[src/rtl/id_ex_stage.sv]
// rtl/id_ex_stage.sv - ID/EX pipeline register with MEM/WB operand forwarding and WB snoop
module id_ex_stage #(
  parameter int XLEN   = 32,
  parameter int REG_AW = 5
) (
  input  logic              clk,
  input  logic              rst_n,
  input  logic              flush,
  input  logic              in_valid,
  output logic              in_ready,
  input  logic [XLEN-1:0]   rd1_d,
  input  logic [XLEN-1:0]   rd2_d,
  input  logic [REG_AW-1:0] rs1_d,
  input  logic [REG_AW-1:0] rs2_d,
  input  logic [REG_AW-1:0] rd_d,
  input  logic [XLEN-1:0]   imm_d,
  input  logic              alu_src_d,
  input  logic [2:0]        alu_control_d,
  input  logic              reg_write_d,
  input  logic              mem_reg_write,
  input  logic [REG_AW-1:0] mem_rd,
  input  logic [XLEN-1:0]   mem_result,
  input  logic              wb_reg_write,
  input  logic [REG_AW-1:0] wb_rd,
  input  logic [XLEN-1:0]   wb_result,
  output logic              out_valid,
  input  logic              out_ready,
  output logic [XLEN-1:0]   SrcA,
  output logic [XLEN-1:0]   SrcB,
  output logic [2:0]        ALUControl,
  output logic [XLEN-1:0]   write_data_e,
  output logic [REG_AW-1:0] rd_e,
  output logic              reg_write_e,
  output logic              illegal_op
);

  logic              valid_q;
  logic [REG_AW-1:0] rs1_q, rs2_q, rd_q;
  logic [XLEN-1:0]   op_a_q, op_b_q, imm_q;
  logic              alu_src_q, reg_write_q;
  logic [2:0]        ctrl_q;

  logic              capture, drain;
  logic              wb_hit_a_d, wb_hit_b_d, wb_hit_a_q, wb_hit_b_q;
  logic              mem_hit_a_q, mem_hit_b_q;
  logic [XLEN-1:0]   fwd_a, fwd_b;

  assign in_ready = !valid_q || out_ready;
  assign capture  = in_valid && in_ready && !flush;
  assign drain    = valid_q && out_ready;

  // Hits against incoming indices cover an RF write landing in the same cycle as the read.
  assign wb_hit_a_d  = wb_reg_write && (wb_rd == rs1_d) && (rs1_d != '0);
  assign wb_hit_b_d  = wb_reg_write && (wb_rd == rs2_d) && (rs2_d != '0);
  assign wb_hit_a_q  = wb_reg_write && (wb_rd == rs1_q) && (rs1_q != '0);
  assign wb_hit_b_q  = wb_reg_write && (wb_rd == rs2_q) && (rs2_q != '0);
  assign mem_hit_a_q = mem_reg_write && (mem_rd == rs1_q) && (rs1_q != '0);
  assign mem_hit_b_q = mem_reg_write && (mem_rd == rs2_q) && (rs2_q != '0);

  always_ff @(posedge clk) begin
    if (!rst_n) begin
      valid_q     <= 1'b0;
      rs1_q       <= '0;
      rs2_q       <= '0;
      rd_q        <= '0;
      op_a_q      <= '0;
      op_b_q      <= '0;
      imm_q       <= '0;
      alu_src_q   <= 1'b0;
      reg_write_q <= 1'b0;
      ctrl_q      <= 3'b000;
    end else begin
      if (flush) begin
        valid_q <= 1'b0;
      end else if (capture) begin
        valid_q <= 1'b1;
      end else if (drain) begin
        valid_q <= 1'b0;
      end

      if (capture) begin
        rs1_q       <= rs1_d;
        rs2_q       <= rs2_d;
        rd_q        <= rd_d;
        imm_q       <= imm_d;
        alu_src_q   <= alu_src_d;
        reg_write_q <= reg_write_d;
        ctrl_q      <= alu_control_d;
        op_a_q      <= wb_hit_a_d ? wb_result : rd1_d;
        op_b_q      <= wb_hit_b_d ? wb_result : rd2_d;
      end else if (valid_q) begin
        // Keep held operands architecturally current while stalled.
        if (wb_hit_a_q) op_a_q <= wb_result;
        if (wb_hit_b_q) op_b_q <= wb_result;
      end
    end
  end

  always_comb begin
    fwd_a = op_a_q;
    fwd_b = op_b_q;
    if (mem_hit_a_q) begin
      fwd_a = mem_result;
    end else if (wb_hit_a_q) begin
      fwd_a = wb_result;
    end
    if (mem_hit_b_q) begin
      fwd_b = mem_result;
    end else if (wb_hit_b_q) begin
      fwd_b = wb_result;
    end
  end

  assign out_valid    = valid_q;
  assign SrcA         = fwd_a;
  assign SrcB         = alu_src_q ? imm_q : fwd_b;
  assign write_data_e = fwd_b;
  assign ALUControl   = ctrl_q;
  assign rd_e         = rd_q;
  assign reg_write_e  = valid_q & reg_write_q;
  assign illegal_op   = valid_q && ((ctrl_q == 3'b100) || (ctrl_q == 3'b110) || (ctrl_q == 3'b111));

endmodule

[config.mk]
export PLATFORM = sky130hd
export DESIGN_NAME = id_ex_stage
export DESIGN_NICKNAME = d
export VERILOG_FILES = /design/src/rtl/id_ex_stage.sv
export SDC_FILE = /design/constraint.sdc
export NUM_CORES = 1
export LEC_CHECK = 0
export ABC_CLOCK_PERIOD_IN_PS = 3200
export CELL_PAD_IN_SITES_DETAIL_PLACEMENT = 0
export CELL_PAD_IN_SITES_GLOBAL_PLACEMENT = 1
export CORE_MARGIN = 8
export CORE_UTILIZATION = 31
export CTS_CLUSTER_SIZE = 24
export DETAILED_ROUTE_END_ITERATION = 10
export GPL_TIMING_DRIVEN = 0
export PLACE_DENSITY = 0.87
export SYNTH_ARGS = -nofsm -noshare
export SYNTH_HDL_FRONTEND = slang
export SYNTH_SLANG_ARGS = --single-unit
[constraint.sdc]
create_clock -name clk -period 3.2 [get_ports clk]
set_clock_uncertainty 0.2 [all_clocks]
set_input_delay 0.64 -clock clk [delete_from_list [all_inputs] [get_ports clk]]
set_output_delay 0.64 -clock clk [all_outputs]
set_load 0.01 [all_outputs]
* After elaboration in Yosys (flattened, before gate mapping)
Cells that the tools add are included.
** Storage, ports and cells
- Register bits after elaboration :: 117
- Bits of input ports :: 197
- Output and inout bits :: 108
- Logic and storage cells :: 62
** Cells by class
- Equality and inequality tests :: 9
- Multiplexer cells :: 13
- Bitwise operators :: 2
- Reduce and logical (&&, ||, !) cells :: 28
** Operator list (number)
- $mux W32 :: 11
- $eq A5 B5 Y1 :: 6
- $reduce_bool A5 Y1 :: 4
- $logic_and A1 B1 Y1 :: 16
- $eq A3 B3 Y1 const B :: 3
- $reduce_bool A2 Y1 :: 2
- $logic_or A1 B1 Y1 :: 3
- $logic_not A1 Y1 :: 2
- $mux W1 :: 2
- $reduce_or A2 Y1 :: 1
- $and A1 B1 Y1 :: 1
- $not A1 Y1 :: 1

* Depth between registers and ports, before layout
Gate-level depths: netlist of run 1.
- Depth in word-level cells :: 6
- Gate-level depth with buffers :: 7

* Least setup slack after synthesis of run 1
Ideal clock, no wire load.
- Kind :: in2out
- Start point :: input port wb_rd[1]
- End point :: output port SrcB[22]
- Arrival time :: 2.335 ns
- Data required time :: 2.360 ns
- Slack :: 0.025 ns
- Stages :: 7
- Buffers on the path :: 2
- Path through :: clkbuf_1 xnor2_1 nand4_1 clkbuf_1 or3_1 a31oi_1 mux2_2
** Between the ends
- Word-level cells in the longest chain between the ends :: 6
** RTL lines
- from (decl) :: line 24 : input logic [REG_AW-1:0] wb_rd,
- $eq A5 B5 Y1 :: line 56 : assign wb_hit_b_q = wb_reg_write && (wb_rd == rs2_q) && (rs2_q != '0);
- $logic_and A1 B1 Y1 (2 in series) :: line 56
- $mux W32
- $mux W32 :: line 107 : if (mem_hit_b_q) begin
- via write_data_e[22] :: line 31 : output logic [XLEN-1:0] write_data_e,
- $mux W32 :: line 116 : assign SrcB = alu_src_q ? imm_q : fwd_b;
- to (decl) :: line 29 : output logic [XLEN-1:0] SrcB,
The timed path passes the listed nets, and every way through them passes these cells.

* Final worst setup path of run 1
- Start point :: register rs2_q[2]
- End point :: output port SrcB[13]
** Between the ends
- Word-level cells in the longest chain between the ends :: 6
** RTL lines
- from (decl) :: line 38 : logic [REG_AW-1:0] rs1_q, rs2_q, rd_q;
- from (signal assigned) :: line 83 : rs2_q <= rs2_d;
- $eq A5 B5 Y1 :: line 56
- $logic_and A1 B1 Y1 (2 in series) :: line 56
- $mux W32
- $mux W32 (*) :: line 107
- $mux W32 (*) :: line 116
Every way passes the cells marked *; elsewhere a longest branch is shown, timed or not.

==> results of run 1 <==
[synth_stat cells]
cell,n,share of area
sky130_fd_sc_hd__nor3b_1,1,0.0010
sky130_fd_sc_hd__a211oi_2,2,0.0033
sky130_fd_sc_hd__clkbuf_1,70,0.035
sky130_fd_sc_hd__nor2b_1,2,0.0017
sky130_fd_sc_hd__a21oi_1,33,0.022
sky130_fd_sc_hd__nand4b_1,1,0.0012
sky130_fd_sc_hd__buf_2,7,0.0047
sky130_fd_sc_hd__nor4_2,2,0.0033
sky130_fd_sc_hd__nand2b_1,2,0.0017
sky130_fd_sc_hd__a31oi_1,32,0.027
sky130_fd_sc_hd__a221oi_1,32,0.037
sky130_fd_sc_hd__or2_2,1,0.00083
sky130_fd_sc_hd__mux2_1,5,0.0075
sky130_fd_sc_hd__and4_1,1,0.0012
sky130_fd_sc_hd__nor3_1,32,0.021
sky130_fd_sc_hd__mux2_2,27,0.040
sky130_fd_sc_hd__xnor2_1,24,0.028
sky130_fd_sc_hd__and2_1,1,0.00083
sky130_fd_sc_hd__xor2_1,4,0.0047
sky130_fd_sc_hd__nand4_1,4,0.0033
sky130_fd_sc_hd__dfxtp_1,117,0.31
sky130_fd_sc_hd__nand3_1,3,0.0020
sky130_fd_sc_hd__a21boi_0,53,0.053
sky130_fd_sc_hd__buf_4,7,0.0070
sky130_fd_sc_hd__inv_1,32,0.016
sky130_fd_sc_hd__buf_1,3,0.0015
sky130_fd_sc_hd__o211ai_2,1,0.0017
sky130_fd_sc_hd__o41ai_1,2,0.0023
sky130_fd_sc_hd__nand2_1,143,0.071
sky130_fd_sc_hd__or3_1,30,0.025
sky130_fd_sc_hd__and3_1,1,0.00083
sky130_fd_sc_hd__o21ai_0,128,0.085
sky130_fd_sc_hd__mux2i_1,96,0.13
sky130_fd_sc_hd__a31o_2,32,0.037
sky130_fd_sc_hd__o211ai_4,1,0.0028
sky130_fd_sc_hd__nor2_1,5,0.0025
sky130_fd_sc_hd__or2_1,1,0.00083
sky130_fd_sc_hd__or4_1,1,0.0010
sky130_fd_sc_hd__or4_4,1,0.0015
sky130_fd_sc_hd__clkbuf_2,3,0.0020
[tightest hold or removal path, stage by stage, from the launching register on]
cell and delay, ns:
sky130_fd_sc_hd__dfxtp_1 0.31, sky130_fd_sc_hd__nand2_1 0.04, sky130_fd_sc_hd__a21boi_0 0.06
[power breakdown]
| group | internal (mW) | total, mW | leakage, nW | switching (mW) |
|---|---|---|---|---|
| logic | 0.781 | 1.49 | 3.55 | 0.712 |
| registers | 1.56 | 1.62 | 0.967 | 0.0609 |
| clock network | 1.09 | 1.84 | 0.264 | 0.743 |
[final cells by class]
class	instances	area [sq um]	area share
timing repair buffer	340	3330	0.252
clock inverter	10	82.6	0.00625
buffer	88	647	0.0490
tap	324	405	0.0307
antenna	1	2.50	0.000190
sequential	117	2360	0.179
clock buffer	21	460	0.0349
multi-input combinational	704	5800	0.439
inverter	32	120	0.00910
[layout by cell type (no fill, tap or decap), drive strengths merged, types with 33 or more instances in the layout]
master,instances
a21boi,53
buf,155
clkdlybuf4s50,195
clkbuf,90
o21ai,128
nand2,143
mux2i,96
dfxtp,117
a21oi,33
[registers in the layout (all words and copies together), names as in the netlist]
signal and cells:
out_valid 1, rd_e 5, ALUControl 3, alu_src_q 1, rs2_q 5, imm_q 32
reg_write_q 1, op_b_q 32, op_a_q 32, rs1_q 5
[logic make-up (layout without fill, tap and decap cells)]
group | after synthesis | count (layout) | synth area share
other cells | 0 | 1 | 0
buf+inv | 122 | 491 | 0.0662
flops | 117 | 117 | 0.312
simple gates | 232 | 232 | 0.141
xor+xnor | 28 | 28 | 0.0327
compound gates | 316 | 316 | 0.272
mux | 128 | 128 | 0.176
[per-stage QoR]
stage | instances | instance area (sq um)
6_report | 1637 | 13200
3_3_place_gp | 1565 | 10900
3_5_place_dp | 1565 | 10900
5_1_grt | 1637 | 13200
2_1_floorplan | 943 | 7510
4_1_cts | 1629 | 12800
[what timing repair did]
item / in CTS / in global routing
hold buffers: 0 / 0
resized for setup: 749 / 113
pin swaps: 22 / 20
buffers inserted: 32 / 14
setup endpoints to repair: 107 / 94
gates cloned: 3 / 2
[path summary, 6_finish.rpt]
path,cells past startpoint,endpoint,start,slack [ns]
max,8,SrcB[13],rs2_q[2],-0.27
max reg2reg,5,op_b_q[7],out_valid,0.51
min,2,rd_e[3],rd_e[3],0.26
min reg2reg,2,rd_e[3],rd_e[3],0.26
[layer usage]
metal,global-route usage,vias up,part of all wire
met1,0.307,4315,0.43
met2,0.400,419,0.46
li1,-,4140,-
met4,0.0707,2,0.024
met5,0,-,0.00035
met3,0.0679,63,0.082
==> metrics, run 1 <==
Critical Path, Cell by Cell or4_4 > o211ai_4 > or2_1 > buf_8 > buf_12 > a31oi_4 > mux2_4 > buf_6; Clock transition at path regs 0.06 ns; DR iter-0 viols 571; number of slew-limit violations in the final report 0; number of detailed-routing iterations run before antenna repair 8; end-of-flow core utilization 0.549; clock tree from TritonCTS yes; count of filler cells inserted in the layout 2,215; Max-Slew Margin vs Limit 0.348; crit-path max cell delay 0.58 ns; ratio of cells with drive above 1 in the final layout 0.310; antenna viol nets, final 0; wire length of the first global-routing pass 54.4 mm; Pleak 4.78 nW; Final min period 3.47 ns; largest vdd supply drop 0.307 mV; highest clock frequency the design can meet 288 MHz; endpoint kind of the worst setup timing path output port; Overall Power 4.95 mW; Core Area 24,000 sq um; violated checks setup timing; Max FO, Critical Path 7; Global Route Usage Sum 0.244; kind of start point of the critical path flop; sequential share of the synthesized area 0.312; final hold violation count 0; post-place setup slack -1.46 ns; kind of cell with the highest combined delay on the critical path simple AND/OR/NAND/NOR gates; initial standard-cell utilization of the core 0.312; synthesized cell area 7510 sq um; HPWL reported at the end of detailed placement 26.5 mm; number of storage elements in the synthesis netlist 117; type of the tightest min-delay check flop to flop; source-to-sink clock delay at the later pin of the worst-skew pair 0.43 ns; Post-Synthesis Mean Instance Area 7.96 sq um; WP data arrival 2.63 ns; worst hold slack 0.260 ns; Die Area 29,500 sq um; Power Density 375 nW/um^2; syn_nets 1,140; classification of the worst setup path flop to output port; unrepaired setup endpoints after global routing true; CTS sink count 117; post-route setup slack -0.273 ns; ports placed on the boundary 305; transition time at the pin with the least slew margin 0.976 ns; row count 57; Fin Setup TNS -11.38 ns; instance count of the mapped netlist 943; final number of setup-violating endpoints 82; cell at the root of the clock tree sky130_fd_sc_hd__clkbuf_16; count of nets after finishing 1,497; critical path data required time 2.36 ns; die outline height 172 um; synth warn 0; worst path buffer plus inverter count 3; number of buffers created by CTS 17; outcome complete, but fails checks; post-synth cell types 40; via count of the first global-routing pass 9,108; final WL 37.3 mm; # H-tree levels 4; number of max-capacitance violations reported 0; clock buffer depth 2; cell type of the slowest stage on the worst timing path sky130_fd_sc_hd__or4_4; overall overflow remaining after global route 0; period utilization 1.09; routed wire length per instance 22.8 um; RePlAce Congestion 0.850; relative area change from synthesis to final layout 75.8%; DIE WIDTH 172 um; via-per-instance ratio 5.46; count of buffers inserted at the top-level ports 298; antenna violations before repair 2; routed via count 8,939; post-route DRC violation count 0; maximum number of pins on one net before global-route repair 17
(Power assumes the default switching activity.)
==> run 2: changes to the inputs <==
- CTS_CLUSTER_DIAMETER: default -> 120
==> results of run 2 <==
The final DEF is identical to that of run 1; final timing and power are the same.
==> run 3: changes to the inputs <==
- PLACE_DENSITY: 0.87 -> 0.83
==> run 3 against run 2 <==
  * The flow still finishes with violations (setup timing)
  * Power up 2.3%
  * Count of clock-buffer cells in the layout is 2 lower
  * Routed wire length is 2.7% higher
  * Final area rose by 4.3%
  * Register-to-register slack about the same
  * Sequential share of layout area down 0.73 points
  * Setup slack got worse by 0.091 ns
  * Via count fell by 0.10%
  * Flip-flop and latch count unchanged
  * Critical path type unchanged
  * Critical endpoint is now SrcB[0]
==> metrics, run 3 (synthesis gave the netlist of run 1 again) <==
transition time at the pin with the least slew margin 1.04 ns (+0.0687 ns); critical path data required time 2.36 ns (about the same); number of max-capacitance violations reported 0 (unchanged); relative area change from synthesis to final layout 83.4%; ports placed on the boundary 305 (unchanged); count of buffers inserted at the top-level ports 298 (unchanged); cell at the root of the clock tree sky130_fd_sc_hd__clkbuf_16; DR iter-0 viols 598 (+4.7%); final number of setup-violating endpoints 69 (-16%); Global Route Usage Sum 0.247 (+0.00315); violated checks setup timing; source-to-sink clock delay at the later pin of the worst-skew pair 0.43 ns (about the same); # H-tree levels 4 (unchanged); clock tree from TritonCTS yes; routed wire length per instance 23.1 um (+1.2%); type of the tightest min-delay check flop to flop; WP data arrival 2.72 ns (+0.09 ns); CTS hold repair buffers 0 (unchanged); antenna cell count 0 (-1); post-route setup slack -0.364 ns (-0.0914 ns); count of nets after finishing 1,522 (+1.7%); Final min period 3.56 ns (+0.0914 ns); WL met3 2.81 mm (-8.5%); wire length of the first global-routing pass 55.4 mm (+1.9%); Max-Slew Margin vs Limit 0.304 (-0.0446); Power Density 368 nW/um^2 (-1.8%); length of routed wiring on met1 16.3 mm (+1.6%); overall overflow remaining after global route 0 (unchanged); Overall Power 5.06 mW (+2.3%); CTS sink count 117 (unchanged); worst hold slack 0.262 ns (+0.00263 ns); number of detailed-routing iterations run before antenna repair 5 (-3); cell type of the slowest stage on the worst timing path sky130_fd_sc_hd__or4_4; unrepaired setup endpoints after global routing true; Top Registers imm_q: 32 flops, op_a_q: 32 flops, op_b_q: 32 flops; Clock transition at path regs 0.07 ns (about the same); Core Area 24,000 sq um (unchanged); antenna violations before repair 0 (-2); register-to-register setup slack 0.51 ns (about the same); kind of start point of the critical path flop; classification of the worst setup path flop to output port; DIE WIDTH 172 um (unchanged); RePlAce Congestion 0.839 (-1.3%); endpoint kind of the worst setup timing path output port; highest clock frequency the design can meet 281 MHz (-2.6%); initial standard-cell utilization of the core 0.312 (unchanged); crit-path max cell delay 0.58 ns (about the same); via-per-instance ratio 5.37 (-1.6%); post-route DRC violation count 0 (unchanged); routed via count 8,930 (-0.10%); total placed cells including tap cells 1,565 (unchanged); number of slew-limit violations in the final report 0 (unchanged); number of buffers created by CTS 17 (unchanged); end-of-flow core utilization 0.573 (+0.0235); largest vdd supply drop 0.265 mV (-14%); filler-free cell count of the finished design 1,662 (+1.5%); row count 57 (unchanged); uppermost layer routed met4; ratio of cells with drive above 1 in the final layout 0.350 (+0.0396); via count of the first global-routing pass 9,294 (+2.0%); final hold violation count 0 (unchanged); clock buffer depth 2 (unchanged); final WL 38.4 mm (+2.7%); period utilization 1.11 (+0.0286); leading cell type in the layout, fill and taps excluded sky130_fd_sc_hd__clkdlybuf4s50_1; HPWL reported at the end of detailed placement 26.5 mm (about the same); highest-count cells in the layout ignoring fill and taps 195 x sky130_fd_sc_hd__clkdlybuf4s50_1, 140 x sky130_fd_sc_hd__nand2_1, 109 x sky130_fd_sc_hd__dfxtp_1, 85 x sky130_fd_sc_hd__buf_6, 81 x sky130_fd_sc_hd__mux2i_1; maximum number of pins on one net before global-route repair 17 (unchanged); met2 wirelength from detailed routing 18.5 mm (+7.1%); die outline height 172 um (unchanged); outcome complete, but fails checks; antenna viol nets, final 0 (unchanged); Critical Path, Cell by Cell or4_4 > o211ai_4 > or2_4 > buf_12 > buf_12 > buf_6 > a31oi_4 > mux2_4 > buf_6; Max FO, Critical Path 8 (+1); Die Area 29,500 sq um (unchanged); Pleak 4.96 nW (+3.7%)
==> run 3: cell count changes in the layout (fill, tap and decap cells not counted), moves of 7 or more <==
| cell | previous run | this run |
|---|---|---|
| sky130_fd_sc_hd__o21ai_1 | 41 | 17 |
| sky130_fd_sc_hd__clkbuf_8 | 12 | 5 |
| sky130_fd_sc_hd__nor3_4 | 18 | 6 |
| sky130_fd_sc_hd__buf_6 | 74 | 85 |
| sky130_fd_sc_hd__buf_2 | 46 | 36 |
| sky130_fd_sc_hd__or3_4 | 18 | 27 |
| sky130_fd_sc_hd__nor3_2 | 12 | 24 |
| sky130_fd_sc_hd__o21ai_2 | 21 | 34 |
| sky130_fd_sc_hd__o21ai_0 | 65 | 73 |
| sky130_fd_sc_hd__buf_4 | 19 | 32 |
| sky130_fd_sc_hd__or3_1 | 12 | 3 |
==> run 3: path summary, 6_finish.rpt <==
check / depth (start not counted) / start / end
hold reg to reg: 2 / rd_e[4] / rd_e[4]
hold / removal: 2 / rd_e[4] / rd_e[4]
setup reg to reg: 5 / out_valid / op_b_q[0]
setup / recovery: 9 / rs2_q[2] / SrcB[0]
==> run 3: repair_timing <==
item                       4_1_cts  5_1_grt
setup endpoints to repair      117       92
hold endpoints to repair         0        0
gates cloned                     5        7
pin swaps                       27       30
gates resized for setup        746      165
buffers inserted                44       13
==> run 3: worst max-delay path, delay by kind of cell (launching register included) <==
| kind | cells | cell delay, ns |
|---|---|---|
| simple gates | 2 | 0.75 |
| buf+inv | 4 | 0.53 |
| compound gates | 2 | 0.35 |
| mux | 1 | 0.30 |
| flops | 1 | 0.35 |
==> run 3: final cells by class <==
cell class | count | area, sq um
Fill cell | 2191 | 10300
Multi-Input combinational cell | 704 | 5910
Timing Repair Buffer | 365 | 3720
Sequential cell | 117 | 2360
Buffer | 88 | 688
Clock buffer | 19 | 443
Tap cell | 324 | 405
Clock inverter | 13 | 124
Inverter | 32 | 120
==> run 3: through the flow <==
step / setup WS [ns] / TNS, ns / instance area, sq um
2_1_floorplan: 0.0249 / 0 / 7510
3_3_place_gp: -1.48 / -123.28 / 10900
3_5_place_dp: -1.48 / -127.15 / 10900
4_1_cts: -0.424 / -15.81 / 13100
5_1_grt: -0.429 / -18.98 / 13800
6_report: -0.364 / -14.05 / 13800
==> run 3: power by group <==
group / leakage (nW) / total, mW / internal (mW) / switching (mW)
combinational: 3.73 / 1.55 / 0.823 / 0.724
clock: 0.259 / 1.90 / 1.10 / 0.799
sequential: 0.967 / 1.62 / 1.56 / 0.0633
total: 4.96 / 5.06 / 3.48 / 1.59
==> run 3: per-layer routing <==
metal	vias up	track usage
met5	-	0
met4	0	0.0718
met3	49	0.0569
met2	404	0.418
met1	4274	0.308
li1	4203	-
